--- src/rtl/avm_data_pkg.sv ---
// Shared types and constants for the Avalon data master.
// Contents: FSM state enum, bus widths, byte-enable and timeout constants,
// and a word-alignment helper for byte addresses.
package avm_data_pkg;

  localparam int unsigned ADDR_W = 32;
  localparam int unsigned DATA_W = 32;
  localparam int unsigned BE_W   = 4;

  localparam logic [BE_W-1:0]   BE_ALL       = 4'hF;
  localparam logic [DATA_W-1:0] TIMEOUT_DATA = 32'hDEADBEEF;
  localparam logic [ADDR_W-1:0] WORD_MASK    = 32'hFFFF_FFFC;

  typedef enum logic [2:0] {
    IDLE    = 3'd0,
    RD_CMD  = 3'd1,
    RD_WAIT = 3'd2,
    WR_CMD  = 3'd3,
    DONE    = 3'd4
  } state_e;

  // Clear the byte-offset bits of a byte address.
  function automatic logic [ADDR_W-1:0] word_align(input logic [ADDR_W-1:0] addr);
    return addr & WORD_MASK;
  endfunction

endpackage

--- src/rtl/avm_watchdog.sv ---
// Cycle watchdog for outstanding Avalon commands.
// Ports: clk      - rising-edge clock
//        reset    - asynchronous, active-low reset
//        run      - high while a command is outstanding; low clears the count
//        expired  - high during the TIMEOUT_CYCLES-th consecutive cycle of run
module avm_watchdog #(
  parameter int unsigned TIMEOUT_CYCLES = 255
) (
  input  logic clk,
  input  logic reset,
  input  logic run,
  output logic expired
);

  localparam int unsigned     CNT_W = $clog2(TIMEOUT_CYCLES + 1);
  localparam logic [CNT_W-1:0] LIMIT = CNT_W'(TIMEOUT_CYCLES - 1);

  logic [CNT_W-1:0] cnt_q, cnt_d;

  // Count busy cycles, saturating at the limit so expired stays asserted.
  always_comb begin
    cnt_d = '0;
    if (run) begin
      cnt_d = (cnt_q == LIMIT) ? cnt_q : cnt_q + CNT_W'(1);
    end
  end

  always_ff @(posedge clk or negedge reset) begin
    if (!reset) cnt_q <= '0;
    else        cnt_q <= cnt_d;
  end

  assign expired = run && (cnt_q == LIMIT);

endmodule

--- src/rtl/avalon_data_master.sv ---
// Bridges a level-based core data request (RRam/WRam) onto an Avalon-MM
// master port; one transaction per request rising edge, write served first
// when both rise together.
// Ports: CLK, RST_N (async active-low); core side RRam, WRam, daddr, ddata_w,
//        ddata_r, done_ext; Avalon side avm_address, avm_read, avm_write,
//        avm_writedata, avm_byteenable, avm_readdata, avm_readdatavalid,
//        avm_waitrequest; err (sticky timeout flag).
// Build option: AVM_DATA_TIMEOUT_EN adds the TIMEOUT_CYCLES watchdog; when
// undefined, commands wait indefinitely and err is tied low.
module avalon_data_master
  import avm_data_pkg::*;
#(
  parameter int unsigned TIMEOUT_CYCLES = 255
)
(
  input  logic              CLK,
  input  logic              RST_N,
  input  logic              RRam,
  input  logic              WRam,
  input  logic [ADDR_W-1:0] daddr,
  input  logic [DATA_W-1:0] ddata_w,
  output logic [DATA_W-1:0] ddata_r,
  output logic              done_ext,
  output logic [ADDR_W-1:0] avm_address,
  output logic              avm_read,
  output logic              avm_write,
  output logic [DATA_W-1:0] avm_writedata,
  output logic [BE_W-1:0]   avm_byteenable,
  input  logic [DATA_W-1:0] avm_readdata,
  input  logic              avm_readdatavalid,
  input  logic              avm_waitrequest,
  output logic              err
);

  state_e            state_q, state_d;
  logic              rram_q, wram_q;
  logic              rd_pend_q, rd_pend_d, wr_pend_q, wr_pend_d;
  logic              avm_read_q, avm_read_d, avm_write_q, avm_write_d;
  logic              done_q, done_d;
  logic [ADDR_W-1:0] addr_q, addr_d;
  logic [DATA_W-1:0] wdata_q, wdata_d, rdata_q, rdata_d;
  logic              rd_req_c, wr_req_c, start_rd_c, start_wr_c, timeout_c;

  // A request is a fresh rising edge, or an edge deferred while busy.
  assign rd_req_c = RRam & (~rram_q | rd_pend_q);
  assign wr_req_c = WRam & (~wram_q | wr_pend_q);

`ifdef AVM_DATA_TIMEOUT_EN
  logic err_q, err_d;
  logic run_c;

  assign run_c = (state_q == RD_CMD) || (state_q == RD_WAIT) || (state_q == WR_CMD);

  avm_watchdog #(
    .TIMEOUT_CYCLES(TIMEOUT_CYCLES)
  ) u_watchdog (
    .clk    (CLK),
    .reset  (RST_N),
    .run    (run_c),
    .expired(timeout_c)
  );

  always_ff @(posedge CLK or negedge RST_N) begin
    if (!RST_N) err_q <= 1'b0;
    else        err_q <= err_d;
  end

  assign err = err_q;
`else
  assign timeout_c = 1'b0;
  assign err       = 1'b0;
`endif

  // State and registered outputs.
  always_ff @(posedge CLK or negedge RST_N) begin
    if (!RST_N) begin
      state_q     <= IDLE;
      rram_q      <= 1'b0;
      wram_q      <= 1'b0;
      rd_pend_q   <= 1'b0;
      wr_pend_q   <= 1'b0;
      avm_read_q  <= 1'b0;
      avm_write_q <= 1'b0;
      done_q      <= 1'b0;
      addr_q      <= '0;
      wdata_q     <= '0;
      rdata_q     <= '0;
    end else begin
      state_q     <= state_d;
      rram_q      <= RRam;
      wram_q      <= WRam;
      rd_pend_q   <= rd_pend_d;
      wr_pend_q   <= wr_pend_d;
      avm_read_q  <= avm_read_d;
      avm_write_q <= avm_write_d;
      done_q      <= done_d;
      addr_q      <= addr_d;
      wdata_q     <= wdata_d;
      rdata_q     <= rdata_d;
    end
  end

  // Next-state and output decode.
  always_comb begin
    state_d     = state_q;
    avm_read_d  = avm_read_q;
    avm_write_d = avm_write_q;
    addr_d      = addr_q;
    wdata_d     = wdata_q;
    rdata_d     = rdata_q;
    done_d      = 1'b0;
    start_rd_c  = 1'b0;
    start_wr_c  = 1'b0;
`ifdef AVM_DATA_TIMEOUT_EN
    err_d       = err_q;
`endif

    case (state_q)
      IDLE: begin
        if (wr_req_c) begin
          state_d     = WR_CMD;
          avm_write_d = 1'b1;
          addr_d      = word_align(daddr);
          wdata_d     = ddata_w;
          start_wr_c  = 1'b1;
        end else if (rd_req_c) begin
          state_d    = RD_CMD;
          avm_read_d = 1'b1;
          addr_d     = word_align(daddr);
          wdata_d    = ddata_w;
          start_rd_c = 1'b1;
        end
      end
      RD_CMD: begin
        // Command accepted; data may return in the same cycle.
        if (!avm_waitrequest) begin
          avm_read_d = 1'b0;
          if (avm_readdatavalid) begin
            rdata_d = avm_readdata;
            state_d = DONE;
            done_d  = 1'b1;
          end else begin
            state_d = RD_WAIT;
          end
        end
      end
      RD_WAIT: begin
        if (avm_readdatavalid) begin
          rdata_d = avm_readdata;
          state_d = DONE;
          done_d  = 1'b1;
        end
      end
      WR_CMD: begin
        if (!avm_waitrequest) begin
          avm_write_d = 1'b0;
          state_d     = DONE;
          done_d      = 1'b1;
        end
      end
      DONE:    state_d = IDLE;
      default: state_d = IDLE;
    endcase

`ifdef AVM_DATA_TIMEOUT_EN
    // Watchdog expiry overrides normal completion of a stuck command.
    if (timeout_c) begin
      avm_read_d  = 1'b0;
      avm_write_d = 1'b0;
      if (state_q != WR_CMD) rdata_d = TIMEOUT_DATA;
      err_d       = 1'b1;
      state_d     = DONE;
      done_d      = 1'b1;
    end
`endif

    // Remember edges that could not be served this cycle while the level holds.
    rd_pend_d = RRam & (rd_pend_q | ~rram_q) & ~start_rd_c;
    wr_pend_d = WRam & (wr_pend_q | ~wram_q) & ~start_wr_c;
  end

  assign ddata_r        = rdata_q;
  assign done_ext       = done_q;
  assign avm_address    = addr_q;
  assign avm_read       = avm_read_q;
  assign avm_write      = avm_write_q;
  assign avm_writedata  = wdata_q;
  assign avm_byteenable = BE_ALL;

endmodule

--- config.mk ---
export PLATFORM = sky130hd
export DESIGN_NAME = avalon_data_master
export DESIGN_NICKNAME = d
export VERILOG_FILES = /design/src/rtl/avm_data_pkg.sv /design/src/rtl/avm_watchdog.sv /design/src/rtl/avalon_data_master.sv
export SDC_FILE = /design/constraint.sdc
export NUM_CORES = 1
export LEC_CHECK = 0
export ABC_CLOCK_PERIOD_IN_PS = 1800
export CAP_MARGIN = 40
export CORE_MARGIN = 2
export CORE_UTILIZATION = 40
export DETAILED_ROUTE_END_ITERATION = 7
export DONT_BUFFER_PORTS = 1
export REMOVE_ABC_BUFFERS = 1
export SKIP_LAST_GASP = 1
export SYNTH_ARGS = -nofsm -noshare
export SYNTH_HDL_FRONTEND = slang
export SYNTH_HIERARCHICAL = 1
export SYNTH_SLANG_ARGS = --single-unit
export TNS_END_PERCENT = 50
--- constraint.sdc ---
create_clock -name CLK -period 1.8 [get_ports CLK]
set_input_delay 0.27 -clock CLK [delete_from_list [all_inputs] [get_ports CLK]]
set_output_delay 0.27 -clock CLK [all_outputs]
set_load 0.005 [all_outputs]
==> impl_metrics.yaml <==
synth:
  ys_top_cells_by_area: "dfrtp_1 (59%), mux2_4 (30%), buf_12 (2.7%)"
  netlist_area_um2: 4430
  async_reset_ff_frac: 1.00
  ys_top_cells_by_count: "dfrtp_1 (104), mux2_4 (89), buf_4 (8)"
  yosysTopAreaCellShare: 0.587
  synth_top_area_cell: "dfrtp_1"
  seq_area_frac_synth: 0.587
  syn_inst: 248
  ys_ff_latch: 104
  synth_ff_type: "dfrtp_1"
  yosysWarnings: 6
  yosysUniqueCellTypes: 28
  synth_edf_count: 0
  synth_most_common_cell: "dfrtp_1"
  syn_area_per_cell_um2: 17.9
detailed_routing:
  viasPerCell: 5.01
  ant_nets: 0
  wl_um: 7950
  drc: 0
  dr.first_iter.drc_count: 70
  detail_route.first_pass.iterations: 4
  wl_per_cell_um: 19.8
  vias: 2014
placed_design:
  routabilityCongestion: 0.716
  portBuffers: 0
  pre_cts_slack_ns: 0.125
  place_hpwl_um: 5600
timing:
  setup_viol: 0
  layout_setup_ws_ns: 0.0950
  finalSetupTns_ns: 0
  drv_slew: 0
  min_period_over_period: 0.947
  hold_ws_ns: -0.406
  fmax_mhz: 587
  clock-skew-final_ns: 0.00931
  min_period_ns: 1.70
  rsz0062_at_grt: "false"
  finalHoldViolCount: 104
floorplanning:
  die_h_um: 109
  core_area_um2: 10800
  fp.dieArea_um2: 11900
  die_w_um: 109
  start_util: 0.409
  io_pins: 206
  rows: 38
clocking:
  cts_max_level: 3
  cts_root_buf: "clkbuf_8"
  hold_buffers: 2
  cts_inserted_buffers: 9
  cts_buffer_depth: 2
  post_cts_resized: 0
  clock_latency_ns: 0.36
  cts_tree: "built"
  clock-sinks: 104
  clk_pin_slew_ns: 0.09
critical_path:
  cp-startpoint: "state_q[0]"
  path_class: "flop to flop"
  cp_num_buf_inv: 2
  critPathLaunchType: "flop"
  crit-reg2reg-launch: "state_q[0]"
  crit_path_top_delay_cell: "dfrtp_1"
  cp_common_cell: "buf_12"
  r2r_end: "avm_writedata[12]"
  required_ns: 2.04
  cp-end-kind: "flop"
  ff2ff_path_depth: 5
  worst-path-stages: 5
  crit_chain: "nor3_4 > a21boi_4 > buf_12 > buf_12 > mux2_4"
  r2r_slack_ns: 0.1
  cp_top_family: "flip-flops"
  max_stage_delay_ns: 0.46
  arrival_ns: 1.94
  worstPathMaxFanout: 12
  cp-endpoint: "avm_writedata[12]"
global_route:
  antenna_found_initial: 0
  grt_max_degree: 105
  grtUsageTotal: 0.128
  grt-ovfl-total: 0
  first_global_vias: 2076
  grt_pass1_wl_um: 11500
cells_and_area:
  drive_gt1_frac: 0.458
  diodes: 0
  nets: 362
  synthToLayoutAreaGrowth_pct: 6.97
power:
  leakagePower_uw: 0.00224
  peakVddDrop_uv: 735
  p_comb_frac: 0.365
  intPower_uw: 6310
  clkPwrFrac: 0.134
  powerDensity_nw_per_um2: 1900
  sequentialPowerShare: 0.500
  switching_share: 0.300
  total_power_uw: 9020
  p_sw_uw: 2710
flow_run:
  max_cap_viol_count: 0
run_status:
  outcome: "complete, but fails checks"
  violations: "negative hold slack"
worst_hold_path:
  hp-class: "primary input to asynchronous set/reset pin"
## placed cells by master (no fill, tap or decap), types with 2 or more instances in the layout
cell and count:
mux2_1 5, buf_4 8, clkbuf_8 9, clkinv_2 2, o21ai_1 3, clkinvlp_4 2
a21oi_1 3, dlygate4sd3_1 2, conb_1 7, mux2_4 89, buf_12 6, dfrtp_1 104
nor2b_1 2, inv_1 3, nand2_1 2
## flip-flops by register name (all words and copies together), names as in the netlist
signal	cells
avm_address	30
avm_read	1
avm_write	1
avm_writedata	32
ddata_r	32
done_ext	1
rd_pend_q	1
rram_q	1
state_q	3
wr_pend_q	1
wram_q	1
## stage by stage
stage | util | cell area [um^2] | cells
after floorplan | - | 4210 | 233
after global placement | 0.422 | 4570 | 387
after detailed placement | 0.422 | 4570 | 387
after CTS | 0.438 | 4740 | 402
after global routing | 0.438 | 4740 | 402
final | 0.438 | 4740 | 402
## worst min-delay path by stage
stage | startpoint | endpoint
after floorplan | RST_N | avm_address[10]
after global placement | RST_N | avm_address[19]
after detailed placement | RST_N | avm_address[19]
after CTS | RST_N | ddata_r[14]
after global routing | RST_N | avm_address[19]
final | RST_N | avm_address[19]
## repair_timing
item                                    in CTS  in global routing
endpoints found under the setup margin       0                  0
buffers inserted                             0                  0
hold endpoints to repair                   106                104
## layer usage
layer	vias to the layer above	track usage	routed length (um)
met5	-	0	0
met4	0	0.0506	155
met3	13	0.0622	969
met2	113	0.196	3720
met1	1024	0.156	3110
li1	864	-	-
## logic make-up (layout without fill, tap and decap cells)
kind of cell | after synthesis | after routing | synth area share
simple gates | 10 | 10 | 0.0158
mux | 95 | 95 | 0.316
flops | 104 | 104 | 0.587
other cells | 2 | 7 | 0.00169
buf+inv | 23 | 32 | 0.0570
compound gates | 14 | 14 | 0.0223
## power groups by stage
stage	registers [uW]	clock network (uW)	logic, uW
4_1_cts	4550	1280	3330
5_1_grt	4670	1360	3520
3_5_place_dp	4580	0	3300
3_3_place_gp	4580	0	3210
2_1_floorplan	4280	0	2820
6_report	4510	1210	3290
## area by class of cell
type	count	area, um^2
Multi-Input combinational cell	126	1610
Inverter	3	11.3
Clock buffer	9	124
Fill cell	970	6100
Tap cell	140	175
Sequential cell	104	2600
Timing Repair Buffer	16	200
Clock inverter	4	25.0
Power figures use the tool's default switching activity.
==> RTL edit 1: new RTL, config.mk and constraints unchanged <==
Add a define of `AVM_DATA_TIMEOUT_EN`.
--- a/src/rtl/avalon_data_master.sv
+++ b/src/rtl/avalon_data_master.sv
@@ -7,6 +7,8 @@
 //        avm_waitrequest; err (sticky timeout flag).
 // Build option: AVM_DATA_TIMEOUT_EN adds the TIMEOUT_CYCLES watchdog; when
 // undefined, commands wait indefinitely and err is tied low.
+`define AVM_DATA_TIMEOUT_EN
+
 module avalon_data_master
   import avm_data_pkg::*;
 #(
Behaviour: no difference found for any inputs over 4 cycles, from zero or initial values and one cycle with RST_N low; that may be too few to reach the edited logic, so the function may still have changed.
==> RTL edit 1 against the original RTL <==
The flow still finishes with violations (hold timing). Wire length grew 38%. Area after synthesis is 4.4% higher. Setup slack worse by 0.090 ns. Sequential cell count increased by 9. First-iteration DRC count increased to 2.6 times the old value. Total power grew 19%. Synthesized cell count rose by 52%. Final cell count rose by 57%. Cell area increased by 32%. Clock skew rose by 0.0043 ns. Sequential power increased by 4%. Critical path depth grew 3. Largest cell class unchanged. Highest routed layer unchanged.
==> RTL edit 1: results (changes against the original RTL) <==
Outcome
  • Status: complete, but fails checks (unchanged)
  • Failing checks: hold timing (unchanged)

Power and ir drop
  • Total Power: 10.8 mW (was 9.02 mW)
  • Logic gate share of total power: 24.9% (was 36.5%)
  • P_int: 7.51 mW (was 6.31 mW)
  • Worst vdd ir: 0.00103 V (was 0.000735 V)
  • Reg power frac: 43.7% (was 50.0%)
  • P_leak: 2.81 nW (was 2.24 nW)

Synthesis
  • Seq/Total Area, Yosys: 61.1% (was 58.7%)
  • YS warnings: 6 (unchanged)
  • Commonest cells post-synth: dfrtp_1, nand2_1, mux2_2 (was dfrtp_1, mux2_4, buf_4)
  • Area contributors post-synth: dfrtp_1, mux2_2, nand2_1 (was dfrtp_1, mux2_4, buf_12)
  • FFs w/ async S/R, synth: 100% (unchanged)
  • Avg Inst Size Synth: 12.3 sq um (was 17.9 sq um)
  • Netlist cell types: 45 (was 28)

Drt
  • Met2 Routed Length: 5650 microns (was 3720 microns)
  • Via count: 3219 (was 2014)
  • Top sig layer: met4 (unchanged)
  • DRC marker count from the first detailed-route iteration: 181 (was 70)
  • DR pass1 iterations: 4 (unchanged)
  • Routed wl met3: 918 microns (was 969 microns)
  • M1 WL: 4190 microns (was 3110 microns)
  • Total Wirelength: 10900 microns (was 7950 microns)

Timing
  • Clock Skew: 0.0136 ns (was 0.00931 ns)
  • Min cycle time layout: 1.79 ns (was 1.70 ns)
  • Worst hold slack: -0.437 ns (was -0.406 ns)
  • Final hold viol count: 113 (was 104)

Placed design
  • Place WS: -0.253 ns (was 0.125 ns)
  • IO Port Bufs: 0 (unchanged)
  • Post-DP HPWL: 6780 microns (was 5600 microns)
  • Inst Count DP: 523 (was 387)
  • Placed inst area: 4880 sq um (was 4570 sq um)
  • Final GP Congestion: 0.795 (was 0.716)

Clock tree
  • Clock root buffer: clkbuf_16 (was clkbuf_8)
  • Clock-pin slew on the worst setup and hold paths: 0.05 ns (was 0.09 ns)
  • Hold-fix buffers, CTS: 74 (was 2)
  • H-tree depth: 4 (was 3)
  • Number of CTS-inserted buffers: 17 (was 9)
  • Skew-Pair Late Insertion Delay: 0.41 ns (was 0.36 ns)

Global route
  • Met1 usage: 19.3% (was 15.6%)
  • GRT Total Usage: 17.8% (was 12.8%)
  • Largest net degree at the start of global routing: 114 (was 105)
  • Vias in the first global route: 3380 (was 2076)
  • Met3 GRT Util: 6.80% (was 6.22%)
  • First-pass GRT wire length: 17300 microns (was 11500 microns)
  • Met2 Track Usage GR: 31.0% (was 19.6%)

Critical path
  • CP arrival: 2.07 ns (was 1.94 ns)
  • Crit path max fanout: 4 (was 12)
  • R2R Setup Slk: 0.005 ns (was 0.1 ns)

Finish
  • Share of post-route cells with drive strength above 1: 26.8% (was 45.8%)
  • Final cell count without fillers: 631 (was 402)
  • Final Net Count: 579 (was 362)
  • Ant. Diodes: 0 (unchanged)

Worst hold path
  • Hold crit path type: input pin to asynchronous set/reset pin (unchanged)
[RTL edit 1: cell count changes after synthesis, sizes merged, moves of 8 or more]
cell / change
clkbuf: +8
a21oi: +10
nand2: +72
dfrtp: +9
mux2: -31
nand3: +25
[RTL edit 1: cell type report]
cell class                      count  area [sq um]
Clock buffer                       22           464
Clock inverter                     10           134
Fill cell                         939          5110
Inverter                            4          15.0
Multi-Input combinational cell    239          1660
Sequential cell                   113          2830
Tap cell                          143           179
Timing Repair Buffer              100           973
[RTL edit 1: critical path, stage by stage, from the launching register on]
cell and delay, ns:
dfrtp_1 0.37, inv_1 0.07, ha_2 0.19, nand3_2 0.08
or2_4 0.25, nor2_4 0.15, a211oi_2 0.07, a31oi_1 0.16
mux2_1 0.34
[RTL edit 1: kinds of logic after synthesis]
group	Yosys count	share of synthesized area, %
simple gates	133	13.6
flops	113	61.1
mux	65	15.8
compound gates	33	4.89
buf+inv	28	3.97
fa+ha+maj	2	0.540
other cells	2	0.162
[RTL edit 1: what timing repair did]
action / CTS / global route
endpoints found under the setup margin: 34 / 9
setup buffers: 1 / 1
pin swaps: 2 / 1
hold endpoints to repair: 187 / 113
resized for setup: 5 / 3
[RTL edit 1: path summary, 6_finish.rpt]
check	startpoint	endpoint	cells after the start
worst max register to register	u_watchdog/cnt_q[0]$_DFFE_PN0P_	state_q[1]$_DFFE_PN0P_	8
worst min register to register	err$_DFFE_PN0P_	err$_DFFE_PN0P_	1
worst min-delay path	RST_N	avm_address[17]$_DFFE_PN0P_	0
max in group asynchronous	RST_N	ddata_r[7]$_DFF_PN0_	0
min in group CLK	daddr[13]	avm_address[13]$_DFFE_PN0P_	1
worst max-delay path	u_watchdog/cnt_q[0]$_DFFE_PN0P_	state_q[1]$_DFFE_PN0P_	8
==> RTL edit 2: new RTL, same settings <==
Without the edit above. Encoding of `state_e`: now one-hot (5 bits for 5 states).
--- a/src/rtl/avm_data_pkg.sv
+++ b/src/rtl/avm_data_pkg.sv
@@ -11,12 +11,12 @@
   localparam logic [DATA_W-1:0] TIMEOUT_DATA = 32'hDEADBEEF;
   localparam logic [ADDR_W-1:0] WORD_MASK    = 32'hFFFF_FFFC;
 
-  typedef enum logic [2:0] {
-    IDLE    = 3'd0,
-    RD_CMD  = 3'd1,
-    RD_WAIT = 3'd2,
-    WR_CMD  = 3'd3,
-    DONE    = 3'd4
+  typedef enum logic [4:0] {
+    IDLE    = 5'b00001,
+    RD_CMD  = 5'b00010,
+    RD_WAIT = 5'b00100,
+    WR_CMD  = 5'b01000,
+    DONE    = 5'b10000
   } state_e;
 
   // Clear the byte-offset bits of a byte address.
Formal check against the unedited RTL: same outputs for any inputs over 4 cycles, from zero or initial values and one cycle with RST_N low; so few cycles prove little.
==> RTL edit 2 against the original RTL <==
The run still ends with hold timing left. Worst hold slack got worse by 0.0052 ns. Wire length decreased by 1.5%. Area after synthesis decreased by 7.2%. Sequential share of layout area increased by 3.0 points. Cell area decreased by 3.4%. Core utilization increased by 1.4 points. Sequential cell count increased by 2. Die area decreased by 7.0%. Via count increased by 3.1%. Setup slack got worse by 0.073 ns. Total power decreased by 12%. Critical endpoint is now avm_writedata[26]$_DFFE_PN0P_.
==> RTL edit 2: results (changes against the original RTL) <==
Critical path
  • Crit path max fanout: 22 (was 12)
  • Reg2reg path depth: 6 (was 5)
  • Critical path's largest stage delay: 0.43 ns (was 0.46 ns)
  • CP arrival: 2.03 ns (was 1.94 ns)
  • Reg2Reg Launch Point: state_q[2]$_DFFE_PN0P_ (was state_q[0]$_DFFE_PN0P_)

Finish
  • Clk cell area share: 3.79% (was 3.14%)
  • Multi-input logic portion of the cell area: 28.6% (was 33.8%)
  • Layout Utilization: 45.2% (was 43.8%)
  • Data buffer area share: 5.79% (was 4.22%)
  • Seq/total area: 57.9% (was 54.9%)
  • Final non-filler cell area: 4580 sq um (was 4740 sq um)
  • Fillers: 896 (was 970)
  • Final Net Count: 378 (was 362)
  • Share of post-route cells with drive strength above 1: 43.4% (was 45.8%)
  • Comb_multi_in: 134 (was 126)

Drt
  • Total Wirelength: 7830 microns (was 7950 microns)

Timing
  • Clock Skew: 0.0146 ns (was 0.00931 ns)
  • Worst hold slack: -0.411 ns (was -0.406 ns)
  • Final hold viol count: 106 (was 104)

Power and ir drop
  • Worst vdd ir: 0.000700 V (was 0.000735 V)
  • P_leak: 2.06 nW (was 2.24 nW)

Clock tree
  • Clock-pin slew on the worst setup and hold paths: 0.11 ns (was 0.09 ns)
  • # clock sinks: 106 (was 104)

Synthesis
  • Cells after Synth: 256 (was 248)

Outcome
  • Failing checks: hold timing (unchanged)
  • Status: complete, but fails checks (unchanged)

Global route
  • Largest net degree at the start of global routing: 107 (was 105)
  • GRT Total Usage: 13.2% (was 12.8%)

Placed design
  • Post-DP HPWL: 5320 microns (was 5600 microns)
  • Place WS: 0.0487 ns (was 0.125 ns)
  • Placed inst area: 4240 sq um (was 4570 sq um)
  • Inst Count DP: 389 (was 387)
==> RTL edit 2: worst register-to-register path: cells and delay by family (launching register included) <==
| kind | cells | cell delay (ns) |
|---|---|---|
| AO/OA/AOI/OAI | 1 | 0.14 |
| flip-flops | 1 | 0.43 |
| buffers and inverters | 2 | 0.39 |
| multiplexers | 1 | 0.35 |
| AND/OR/NAND/NOR | 2 | 0.37 |
==> RTL edit 2: path summary, 6_finish.rpt <==
path                                                 end  slack (ns)
min                         avm_writedata[9]$_DFFE_PN0P_       -0.41
min reg2reg                  avm_address[28]$_DFFE_PN0P_        0.53
min in group CLK                      done_ext$_DFF_PN0_        0.03
max reg2reg                avm_writedata[26]$_DFFE_PN0P_        0.02
max                        avm_writedata[26]$_DFFE_PN0P_        0.02
max in group asynchronous         state_q[0]$_DFFE_PN1P_        1.98
==> RTL edit 2: layer usage <==
metal / routed length (microns) / vias to the layer above
met5: 0 / -
met4: 126 / 0
met3: 466 / 11
met2: 4210 / 78
met1: 3030 / 1071
li1: - / 917
==> RTL edit 2: logic make-up (layout without fill, tap and decap cells) <==
family	after synthesis	count (layout)	synth area share, %
buffers and inverters	21	41	4.35
other	2	7	0.183
DFF	106	106	64.5
AOI/OAI and AO/OA	16	16	2.31
xor gates and xnor gates	1	1	0.213
muxes	95	95	26.0
and+or+nand+nor	15	15	2.46
==> RTL edit 2: repair_timing <==
| action | 4_1_cts | 5_1_grt |
|---|---|---|
| setup buffers | 0 | 3 |
| setup endpoints to repair | 0 | 59 |
| hold endpoints to repair | 109 | 109 |
| hold buffers | 3 | 3 |
| resized for setup | 0 | 3 |
==> RTL edit 2: power breakdown <==
part           switching, mW  leakage [nW]  internal, mW
logic                  0.787         0.666          1.45
registers              0.853          1.30          3.50
clock network          0.816        0.0942         0.514
